## src/rtl/lshift_seq_pkg.sv

```systemverilog
// shift_pkg: shared constants and types for the iterative left shifter.
//   DATA_W / AMT_W : operand width (8) and shift-amount width (3)
//   state_e        : FSM state encoding (ST_IDLE, ST_SHIFT, ST_DONE)
//   MODE_LSL/ROL   : mode select values (logical shift / rotate)
package shift_pkg;

  localparam int DATA_W = 8;
  localparam int AMT_W  = 3;

  typedef enum logic [1:0] {
    ST_IDLE  = 2'd0,
    ST_SHIFT = 2'd1,
    ST_DONE  = 2'd2
  } state_e;

  localparam logic MODE_LSL = 1'b0;
  localparam logic MODE_ROL = 1'b1;

endpackage

```

## src/rtl/lshift_seq_if.sv

```systemverilog
// lshift_seq_if: start/done handshake and result bus of the shifter.
//   master : drives start, ip, s, mode; observes out, carry, zero, busy, done
//   slave  : the shifter side (inverse directions)
interface lshift_seq_if;
  import shift_pkg::*;

  logic              start;
  logic [DATA_W-1:0] ip;
  logic [AMT_W-1:0]  s;
  logic              mode;
  logic [DATA_W-1:0] out;
  logic              carry;
  logic              zero;
  logic              busy;
  logic              done;

  modport master (output start, ip, s, mode,
                  input  out, carry, zero, busy, done);

  modport slave  (input  start, ip, s, mode,
                  output out, carry, zero, busy, done);

endinterface

```

## src/rtl/lshift_seq_step.sv

```systemverilog
// lshift_step: one-position combinational left shift or rotate.
//   val_i  : value to shift
//   mode_i : MODE_LSL fills bit 0 with 0, MODE_ROL feeds bit 7 back in
//   val_o  : shifted value
//   cout_o : bit shifted out of position 7
module lshift_step
  import shift_pkg::*;
(
  input  logic [DATA_W-1:0] val_i,
  input  logic              mode_i,
  output logic [DATA_W-1:0] val_o,
  output logic              cout_o
);

  logic fill;

  assign fill   = (mode_i == MODE_ROL) ? val_i[DATA_W-1] : 1'b0;
  assign val_o  = {val_i[DATA_W-2:0], fill};
  assign cout_o = val_i[DATA_W-1];

endmodule

```

## src/rtl/lshift_seq.sv

```systemverilog
// lshift_seq: iterative 8-bit left shifter/rotator, one bit per clock.
//   clk : system clock (rising edge)
//   rst : asynchronous active-high reset
//   bus : slave side of lshift_seq_if (start/ip/s/mode in;
//         out/carry/zero/busy/done out, all registered)
module lshift_seq
  import shift_pkg::*;
(
  input  logic         clk,
  input  logic         rst,
  lshift_seq_if.slave  bus
);

  state_e             state_q;
  logic [DATA_W-1:0]  work_q;
  logic               c_work_q;
  logic [AMT_W-1:0]   cnt_q;
  logic               mode_q;
  logic [DATA_W-1:0]  out_q;
  logic               carry_q;
  logic               zero_q;
  logic               busy_q;
  logic               done_q;

  logic [DATA_W-1:0]  step_val;
  logic               step_cout;
  logic [DATA_W-1:0]  result_d;
  logic               carry_d;

  lshift_step u_step (
    .val_i  (work_q),
    .mode_i (mode_q),
    .val_o  (step_val),
    .cout_o (step_cout)
  );

  // A zero shift amount still spends one cycle in SHIFT without moving the
  // data, so the minimum latency is one edge like a one-bit shift.
  always_comb begin
    result_d = work_q;
    carry_d  = c_work_q;
    if (cnt_q != '0) begin
      result_d = step_val;
      carry_d  = step_cout;
    end
  end

  always_ff @(posedge clk or posedge rst) begin
    if (rst) begin
      state_q  <= ST_IDLE;
      work_q   <= '0;
      c_work_q <= 1'b0;
      cnt_q    <= '0;
      mode_q   <= MODE_LSL;
      out_q    <= '0;
      carry_q  <= 1'b0;
      zero_q   <= 1'b1;
      busy_q   <= 1'b0;
      done_q   <= 1'b0;
    end else begin
      done_q <= 1'b0;
      case (state_q)
        ST_IDLE: begin
          if (bus.start) begin
            work_q   <= bus.ip;
            cnt_q    <= bus.s;
            mode_q   <= bus.mode;
            c_work_q <= 1'b0;
            busy_q   <= 1'b1;
            state_q  <= ST_SHIFT;
          end
        end
        ST_SHIFT: begin
          if (cnt_q != '0) begin
            work_q   <= step_val;
            c_work_q <= step_cout;
            cnt_q    <= cnt_q - 1'b1;
          end
          if (cnt_q <= AMT_W'(1)) begin
            out_q   <= result_d;
            carry_q <= carry_d;
            zero_q  <= (result_d == '0);
            done_q  <= 1'b1;
            state_q <= ST_DONE;
          end
        end
        ST_DONE: begin
          busy_q  <= 1'b0;
          state_q <= ST_IDLE;
        end
        default: begin
          busy_q  <= 1'b0;
          state_q <= ST_IDLE;
        end
      endcase
    end
  end

  assign bus.out   = out_q;
  assign bus.carry = carry_q;
  assign bus.zero  = zero_q;
  assign bus.busy  = busy_q;
  assign bus.done  = done_q;

endmodule

```

## src/flat_wrapper.sv

```systemverilog
// flat-port wrapper written by rule: the top's interface ports become plain ports
module lshift_seq_flat import shift_pkg::*;
  (clk, rst, bus_start, bus_ip, bus_s, bus_mode, bus_out, bus_carry, bus_zero, bus_busy, bus_done);
  lshift_seq_if bus_i ();
  input  logic clk;
  input  logic rst;
  input wire logic [$bits(bus_i.start)-1:0] bus_start;
  input wire logic [$bits(bus_i.ip)-1:0] bus_ip;
  input wire logic [$bits(bus_i.s)-1:0] bus_s;
  input wire logic [$bits(bus_i.mode)-1:0] bus_mode;
  output wire logic [$bits(bus_i.out)-1:0] bus_out;
  output wire logic [$bits(bus_i.carry)-1:0] bus_carry;
  output wire logic [$bits(bus_i.zero)-1:0] bus_zero;
  output wire logic [$bits(bus_i.busy)-1:0] bus_busy;
  output wire logic [$bits(bus_i.done)-1:0] bus_done;
  assign bus_i.start = bus_start;
  assign bus_i.ip = bus_ip;
  assign bus_i.s = bus_s;
  assign bus_i.mode = bus_mode;
  assign bus_out = bus_i.out;
  assign bus_carry = bus_i.carry;
  assign bus_zero = bus_i.zero;
  assign bus_busy = bus_i.busy;
  assign bus_done = bus_i.done;
  lshift_seq u_core (.clk(clk), .rst(rst), .bus(bus_i));
endmodule
```

## config.mk

```make
export PLATFORM = sky130hd
export DESIGN_NAME = lshift_seq_flat
export DESIGN_NICKNAME = d
export VERILOG_FILES = /design/src/rtl/lshift_seq_pkg.sv /design/src/rtl/lshift_seq_if.sv /design/src/rtl/lshift_seq_step.sv /design/src/rtl/lshift_seq.sv /design/src/flat_wrapper.sv
export SDC_FILE = /design/constraint.sdc
export NUM_CORES = 1
export LEC_CHECK = 0
export CORE_MARGIN = 3
export CORE_UTILIZATION = 45
export CTS_CLUSTER_DIAMETER = 50
export DETAILED_ROUTE_END_ITERATION = 12
export GPL_ROUTABILITY_DRIVEN = 0
export HOLD_SLACK_MARGIN = 0.12
export PLACE_DENSITY = 0.74
export SETUP_SLACK_MARGIN = 0.05
export SLEW_MARGIN = 20
export SYNTH_ARGS = -nofsm -noshare
export SYNTH_HDL_FRONTEND = slang
export SYNTH_SLANG_ARGS = --single-unit
export TNS_END_PERCENT = 100
```

## constraint.sdc

```tcl
create_clock -name clk -period 2 [get_ports clk]
set_input_delay 0.4 -clock clk [delete_from_list [all_inputs] [get_ports clk]]
set_output_delay 0.4 -clock clk [all_outputs]
set_load 0.01 [all_outputs]
```

==> results.ini, run 1 <==
[run_status]
status=finished, final reports clean

[clocking]
clock_latency_ps=340
clock_sinks=27
post_cts_buffers=0
cts.clk_slew.worst_paths_ps=150
cts-root-buf=clkbuf_4
cts_max_path_buffers=2
cts_tree=yes
cts-buffers-inserted=3
htree_levels=1
cts_hold_buf=0
cts_resized=0

[synthesis]
ys_ff_latch=27
synthCells=124
synth_compound_gate_area_share=0.1914
synth_top_family_by_area=compound AO/OA/AOI/OAI gates
synth.cell_area_mm2=0.001340
synth_cell_types=33
avgSynthCellArea_um2=10.81
synthSimpleGateAreaFrac=0.1074
synth_nets=142
muxShareOfSynthArea=0.09150
yosysSeqAreaShare=0.5051
synthXorXnorAreaFrac=0
synthAdderAreaFrac=0.02801
yosysWarningCount=0

[pwr]
internal-power_mw=1.725
pwr-share-clk=0.086
irDropWorstVdd_uv=745.3
powerDensity_mw_per_mm2=1709
p_sw_frac=0.3990
total_power_mw=2.870
static-leakage-power_nw=0.7190
switchingPower_mw=1.145
pwr-share-seq=0.362
combPwrFrac=0.552

[sta]
finClkSkew_ps=6.585
setup_tns_ps=0
timing.hold.ws_ps=392.4
rsz0062_at_grt=no
fmax_ghz=0.5426
setup_ws_ps=157.1
drv_slew=0
period_minus_slack_ps=1843
tightest_slew_ps=347.0
setup_violations=0
fin_crit_sh=0.9215
final-hold-violation-count=0
slew_headroom=0.7687

[die]
boundaryPins=27
rows=19
die_area_mm2=0.003669
initial_core_util=0.4777
die_h_um=60.57
die_w_um=60.57
core_mm2=0.002805

[finish]
multiInputGateArea_um2=560.5
register_area_um2=676.9
fill_cells=255
num_antenna_cells=0
final_layout_size_suffix_gt1_frac=0.2436
layout_common_cells=clkdlybuf4s50_1, dfrtp_1, inv_1
syn2layout_area_growth_pct=25.30
nets=175

[setup_path]
path_class=reg2reg
critPathRequiredTime_ps=2280
endpoint_kind=flip-flop
cp_max_fo=7
crit_arrival_ps=2130
worst_setup_path_start_kind=flip-flop
regToRegSetupSlack_ps=160

[detailed_routing]
drcViolationCount=0
routed_via_density=5.385
drtIter0Drc=16
dr_total_vias=1007
wl_mm=2.623
wl_per_cell_um=14.03
final_antenna_net_count=0
first_pass_iters=4

[global_route]
grt_usage=0.1677
grt_max_degree=28
antenna_found_initial=0
grt_pass1_vias=990
grt_overflow=0
grt_pass1_wl_mm=4.526

[worst_hold_path]
hold_path.class=in2async

[placed_design]
portBuffers=26
dp_hpwl_mm=1.911
pre_cts_slack_ps=82.77

[flow_run]
drv_cap=0

==> per-stage QoR <==
step,std cells,util,cell area [µm²]
global route,187,0.5986,1679
CTS,187,0.5986,1679
detailed placement,183,0.5879,1649
floorplan,124,-,1340
global placement,183,0.5879,1649
finish,187,0.5986,1679
==> path summary, 6_finish.rpt <==
path | cells after the start | from | endpoint
setup reg to reg | 7 | u_core.cnt_q[0] | u_core.work_q[4]
min in group clk | 2 | u_core.bus.zero | u_core.bus.zero
hold / removal | 3 | rst | u_core.bus.out[0]
max in group asynchronous | 3 | rst | u_core.bus.zero
setup / recovery | 7 | u_core.cnt_q[0] | u_core.work_q[4]
hold reg to reg | 2 | u_core.bus.zero | u_core.bus.zero
==> cell type report <==
cell class              count  share of cell area
inverters                  14             0.03130
clock inverters             1            0.004471
repair buffers             34              0.1908
well taps                  31             0.02310
flip-flops and latches     27              0.4031
clock buffers               3             0.01341
multi-input cells          77              0.3338
==> critical path, cell delays in order (launching register included) <==
cell     delay [ps]
dfrtp_1         460
inv_1            70
ha_1            200
ha_1            190
or3b_1          380
and2_4          210
buf_4           160
a21oi_2         130
==> cell usage after synthesis, drive strengths merged <==
library cell  instances  area [µm²]
nor4                  1       6.260
a22o                  1       10.01
o2111ai               1       8.760
o21ba                 1       10.01
o2bb2ai               1       8.760
nor3b                 3       22.52
mux2                 10       112.6
nand2                10       37.54
nand3                 2       10.01
or2b                  1       7.510
ha                    3       37.54
a211oi                2       15.01
buf                   3       38.79
nor3                  2       15.01
a21oi                10       76.32
dfrtp                26       650.6
a221oi                1       15.01
o21ai                11       62.56
clkbuf                3       11.26
a31oi                 1       6.260
mux2i                 1       10.01
and2                  1       8.760
nor2                  5       18.77
dfstp                 1       26.28
inv                  14       52.55
o22ai                 7       43.79
or3b                  2       17.52
==> registers in the layout (all words and copies together), names as in the netlist, 2 cells and up <==
| signal | flops |
|---|---|
| u_core.bus.out | 8 |
| u_core.work_q | 8 |
| u_core.cnt_q | 3 |
| u_core.state_q | 2 |
==> metal layers <==
layer | global-route usage | part of all wire | vias to the layer above
li1 | - | - | 499
met1 | 0.2385 | 0.48 | 481
met2 | 0.2489 | 0.46 | 22
met3 | 0.02553 | 0.034 | 5
met4 | 0.08359 | 0.023 | 0
met5 | 0 | 0 | -
==> power by group through the flow <==
| stage | Combinational, mW | Clock [mW] | Sequential, mW |
|---|---|---|---|
| finish | 1.58 | 0.248 | 1.04 |
| global route | 1.78 | 0.283 | 1.08 |
| CTS | 1.60 | 0.262 | 1.04 |
| detailed placement | 1.59 | 0 | 1.05 |
| global placement | 1.56 | 0 | 1.04 |
| floorplan | 1.12 | 0 | 1.05 |
==> logic make-up (layout without fill, tap and decap cells) <==
family / after synthesis / after routing
AO/OA/AOI/OAI: 36 / 36
flip-flops: 27 / 27
AND/OR/NAND/NOR: 27 / 27
buffers and inverters: 20 / 52
multiplexers: 11 / 11
adder cells (fa/ha/maj): 3 / 3
(Power assumes the default switching activity.)
==> run 2, diff against run 1 <==
CORE_UTILIZATION = 40   (was 45)
PLACE_DENSITY = 0.67   (was 0.74)
==> run 2 against run 1 <==
First-iteration DRC count grew to 3.0 times the previous value. Total power increased by 1.5%. Register-to-register slack about the same. Die area up 11%. Core utilization is 5.3 points lower. Critical path depth is 1 lower. Sequential share of layout area fell by 0.62 points. Critical endpoint is now u_core.work_q[0]. Largest cell class unchanged. Largest power group unchanged.
==> results.ini, run 2 (synthesized netlist as in run 1, its figures left out) <==
[detailed_routing]
final_antenna_net_count=0
wl_per_cell_um=13.97
drtIter0Drc=48
routed_via_density=5.080
wl_mm=2.794
dr_total_vias=1016
drcViolationCount=0
first_pass_iters=4

[sta]
rsz0062_at_grt=no
setup_violations=0
final-hold-violation-count=0
tightest_slew_ps=345.8
setup_tns_ps=0
drv_slew=0
period_minus_slack_ps=1840
fmax_ghz=0.5434
fin_crit_sh=0.9201
timing.hold.ws_ps=408.1
slew_headroom=0.7695
finClkSkew_ps=5.577

[run_status]
status=finished, final reports clean

[clocking]
clock_sinks=27
cts-buffers-inserted=3
post_cts_buffers=0
cts.clk_slew.worst_paths_ps=150
cts_max_path_buffers=2
cts_tree=yes
cts_hold_buf=0
cts_resized=0
clock_latency_ps=330
htree_levels=1
cts-root-buf=clkbuf_4

[die]
core_mm2=0.003128
die_area_mm2=0.004081
initial_core_util=0.4284
die_w_um=63.88
die_h_um=63.88
rows=20
boundaryPins=27

[finish]
layout_common_cells=clkdlybuf4s50_1, dfrtp_1, inv_1
nets=175
final_cells=200
finalInstanceArea_mm2=0.001705
syn2layout_area_growth_pct=27.26
fill_cells=290
num_antenna_cells=0
final_layout_size_suffix_gt1_frac=0.2436
final_util=0.5452

[placed_design]
portBuffers=26
postPlaceCellArea_mm2=0.001678
dp_cells=196
dp_hpwl_mm=2.065

[pwr]
static-leakage-power_nw=0.7271
irDropWorstVdd_uv=784.5
powerDensity_mw_per_mm2=1708

[global_route]
antenna_found_initial=0
grt_overflow=0
grt_max_degree=28
grt_pass1_vias=1087
grt_usage=0.1515
grt_pass1_wl_mm=4.885

[setup_path]
critPathRequiredTime_ps=2250
crit_arrival_ps=2090
endpoint_kind=flip-flop
cp_max_fo=7
worst_setup_path_start_kind=flip-flop
path_class=reg2reg

[worst_hold_path]
hold_path.class=in2async

[flow_run]
drv_cap=0

run 2: cell types whose count changed in the layout (fill, tap and decap cells not counted):
cell | before | now
buf_12 | 0 | 1
clkinv_2 | 0 | 1
clkinvlp_4 | 1 | 0
buf_4 | 8 | 7
run 2: power by group:
part	leakage, nW	internal [mW]	total (mW)	switching, mW
clock network	0.0177	0.0751	0.241	0.166
registers	0.315	0.819	1.04	0.219
logic	0.394	0.857	1.63	0.777
total	0.727	1.75	2.91	1.16
run 2: metrics by stage:
step                      power, mW  setup WS [ps]
after floorplan               2.173          137.0
after global placement        2.642          91.16
after detailed placement      2.706          48.67
after CTS                     2.951          163.0
after global routing          3.169          59.15
final                         2.913          159.9
run 2: routing by layer:
metal	GRT usage	up-vias	routed length, µm
met4	0.04313	0	16
met1	0.1861	501	1226
met3	0.04569	2	145
met5	0	-	0
li1	-	494	-
met2	0.2555	19	1406
run 2: worst paths after layout:
path	from	to	slack, ps	cells after the start
worst max-delay path	u_core.cnt_q[0]	u_core.work_q[0]	160	6
worst min-delay path	rst	u_core.bus.out[2]	410	3
worst max register to register	u_core.cnt_q[0]	u_core.work_q[0]	160	6
worst min register to register	u_core.bus.zero	u_core.bus.zero	480	2
max in group asynchronous	rst	u_core.bus.zero	1300	3
min in group clk	u_core.bus.zero	u_core.bus.zero	480	2
run 2: layout make-up:
class	instances	area [µm²]	share of cell area
clock buffers	3	22.52	0.01321
clock inverters	1	5.005	0.002935
inverters	14	52.55	0.03081
multi-input cells	77	560.5	0.3287
flip-flops and latches	27	676.9	0.3969
well taps	44	55.05	0.03228
repair buffers	34	332.8	0.1952
run 2: critical path, cell delays in order, from the launching register on:
cell	delay, ps
dfrtp_1	460
inv_1	70
ha_1	200
ha_1	180
or3b_1	370
and2_4	220
a221oi_2	260
==> run 3, diff against run 2 <==
CELL_PAD_IN_SITES_DETAIL_PLACEMENT = 1   (was not set)
CELL_PAD_IN_SITES_GLOBAL_PLACEMENT = 1   (was not set)
CORE_UTILIZATION = 35   (was 40)
PLACE_DENSITY = not set   (was 0.67)
PLACE_DENSITY_LB_ADDON = 0.1   (was not set)
SLEW_MARGIN = not set   (was 20)
==> run 3 against run 2 <==
Core utilization shrank 5.5 points. Combinational power grew 2%. Clock power grew 31%. Sequential power is essentially flat. Die area grew 13%. Count of clock-buffer cells in the layout grew 1. Non-clock buffer count is the same. Global-route usage grew 0.36 points. Sequential cell count is the same.
==> results.ini, run 3 (synthesized netlist as in run 1, its figures left out) <==
[pwr]
irDropWorstVdd_uv=592.8
pwr-share-seq=0.344
static-leakage-power_nw=0.7327
p_sw_frac=0.3953
switchingPower_mw=1.195
internal-power_mw=1.827
pwr-share-clk=0.104
powerDensity_mw_per_mm2=1751
combPwrFrac=0.552

[flow_run]
drv_cap=0

[sta]
drv_slew=0
setup_tns_ps=0
slew_headroom=0.7647
finClkSkew_ps=5.034
period_minus_slack_ps=1767
setup_violations=0
fin_crit_sh=0.8835
fmax_ghz=0.5659
rsz0062_at_grt=no
tightest_slew_ps=352.9
timing.hold.ws_ps=483.1
final-hold-violation-count=0

[die]
die_h_um=67.88
core_mm2=0.003521
die_w_um=67.88
rows=21
initial_core_util=0.3806
die_area_mm2=0.004607
boundaryPins=27

[clocking]
cts_tree=yes
cts.clk_slew.worst_paths_ps=90
post_cts_buffers=0
cts-buffers-inserted=3
cts-root-buf=clkbuf_8
cts_hold_buf=0
cts_resized=0
cts_max_path_buffers=2
clock_sinks=27
clock_latency_ps=270
htree_levels=1

[setup_path]
endpoint=u_core.work_q[5]
cp_max_fo=8
endpoint_kind=flip-flop
cp_num_buf_inv=2
cpMostUsedCell=ha_1
cp.depth=7
cp-startpoint=u_core.cnt_q[1]
regToRegSetupSlack_ps=230
worst_setup_path_start_kind=flip-flop
path_class=reg2reg
crit_arrival_ps=1970
r2r_end=u_core.work_q[5]
critPathRequiredTime_ps=2200
crit_path_top_delay_cell=dfrtp_1
slowest_delay_ps=380
cp_top_family=simple AND/OR/NAND/NOR gates
path_cells=inv_1, ha_1, ha_1, or3b_1, and2_4, buf_12, a21oi_2
reg2reg_depth=7
rr_startpoint=u_core.cnt_q[1]

[finish]
nets=175
layout_common_cells=clkdlybuf4s50_1, dfrtp_1, inv_1
num_antenna_cells=0
syn2layout_area_growth_pct=28.76
final_cells=202
final_layout_size_suffix_gt1_frac=0.2372

[global_route]
grt_max_degree=28
grt_overflow=0
grt_pass1_wl_mm=5.202
grt_usage=0.1551
grt_pass1_vias=1037
antenna_found_initial=0

[detailed_routing]
drcViolationCount=0
first_pass_iters=4
final_antenna_net_count=0
dr_total_vias=1024
wl_per_cell_um=15.33
drtIter0Drc=36
routed_via_density=5.069
wl_mm=3.096

[placed_design]
portBuffers=26
dp_hpwl_mm=2.263
dp_cells=198

[worst_hold_path]
hold_path.class=reg2reg

[run_status]
status=finished, final reports clean

==> run 3: worst min-delay path by stage <==
stage / from / endpoint / slack (ps) / cells after the start
2_1_floorplan: rst / u_core.bus.busy / 450 / 1
3_3_place_gp: u_core.bus.zero / u_core.bus.zero / 450 / 2
3_5_place_dp: u_core.bus.zero / u_core.bus.zero / 470 / 2
4_1_cts: u_core.bus.zero / u_core.bus.zero / 490 / 2
5_1_grt: u_core.bus.zero / u_core.bus.zero / 530 / 2
6_report: u_core.bus.zero / u_core.bus.zero / 480 / 2
==> run 3: metrics by stage <==
stage	setup WS (ps)	cell area [µm²]	power, mW	utilization
after CTS	216.0	1725	3.062	0.4901
after detailed placement	70.12	1680	2.741	0.4773
after global routing	67.71	1725	3.300	0.4901
final	233.0	1725	3.022	0.4901
after global placement	84.44	1680	2.675	0.4773
after floorplan	137.0	1340	2.173	-
==> run 3: final cells by class <==
type                       instances  area [µm²]
clock buffer                       4       45.04
inverter                          14       52.55
tap                               46       57.56
multi-input combinational         77       560.5
sequential                        27       676.9
fill                             423        1795
timing repair buffer              34       332.8
==> run 3: worst register-to-register path, delay by kind of cell (launching register included) <==
| kind | cells | cell delay [ps] |
|---|---|---|
| fa+ha+maj | 2 | 380 |
| compound gates | 1 | 130 |
| buf+inv | 2 | 220 |
| simple gates | 2 | 600 |
| flops | 1 | 380 |
==> run 3: power groups by stage <==
stage          sequential, mW  combinational [mW]  clock [mW]
2_1_floorplan            1.05                1.12           0
3_3_place_gp             1.03                1.64           0
3_5_place_dp             1.05                1.69           0
4_1_cts                  1.04                1.70       0.323
5_1_grt                  1.08                1.86       0.354
6_report                 1.04                1.67       0.315
==> run 3: metal layers <==
metal  part of all wire  track usage  vias to the layer above
met1               0.48       0.2141                      496
met2               0.46       0.2394                       29
met3              0.054      0.04105                        4
li1                   -            -                      495
met4              0.010      0.04467                        0
met5                  0            0                        -
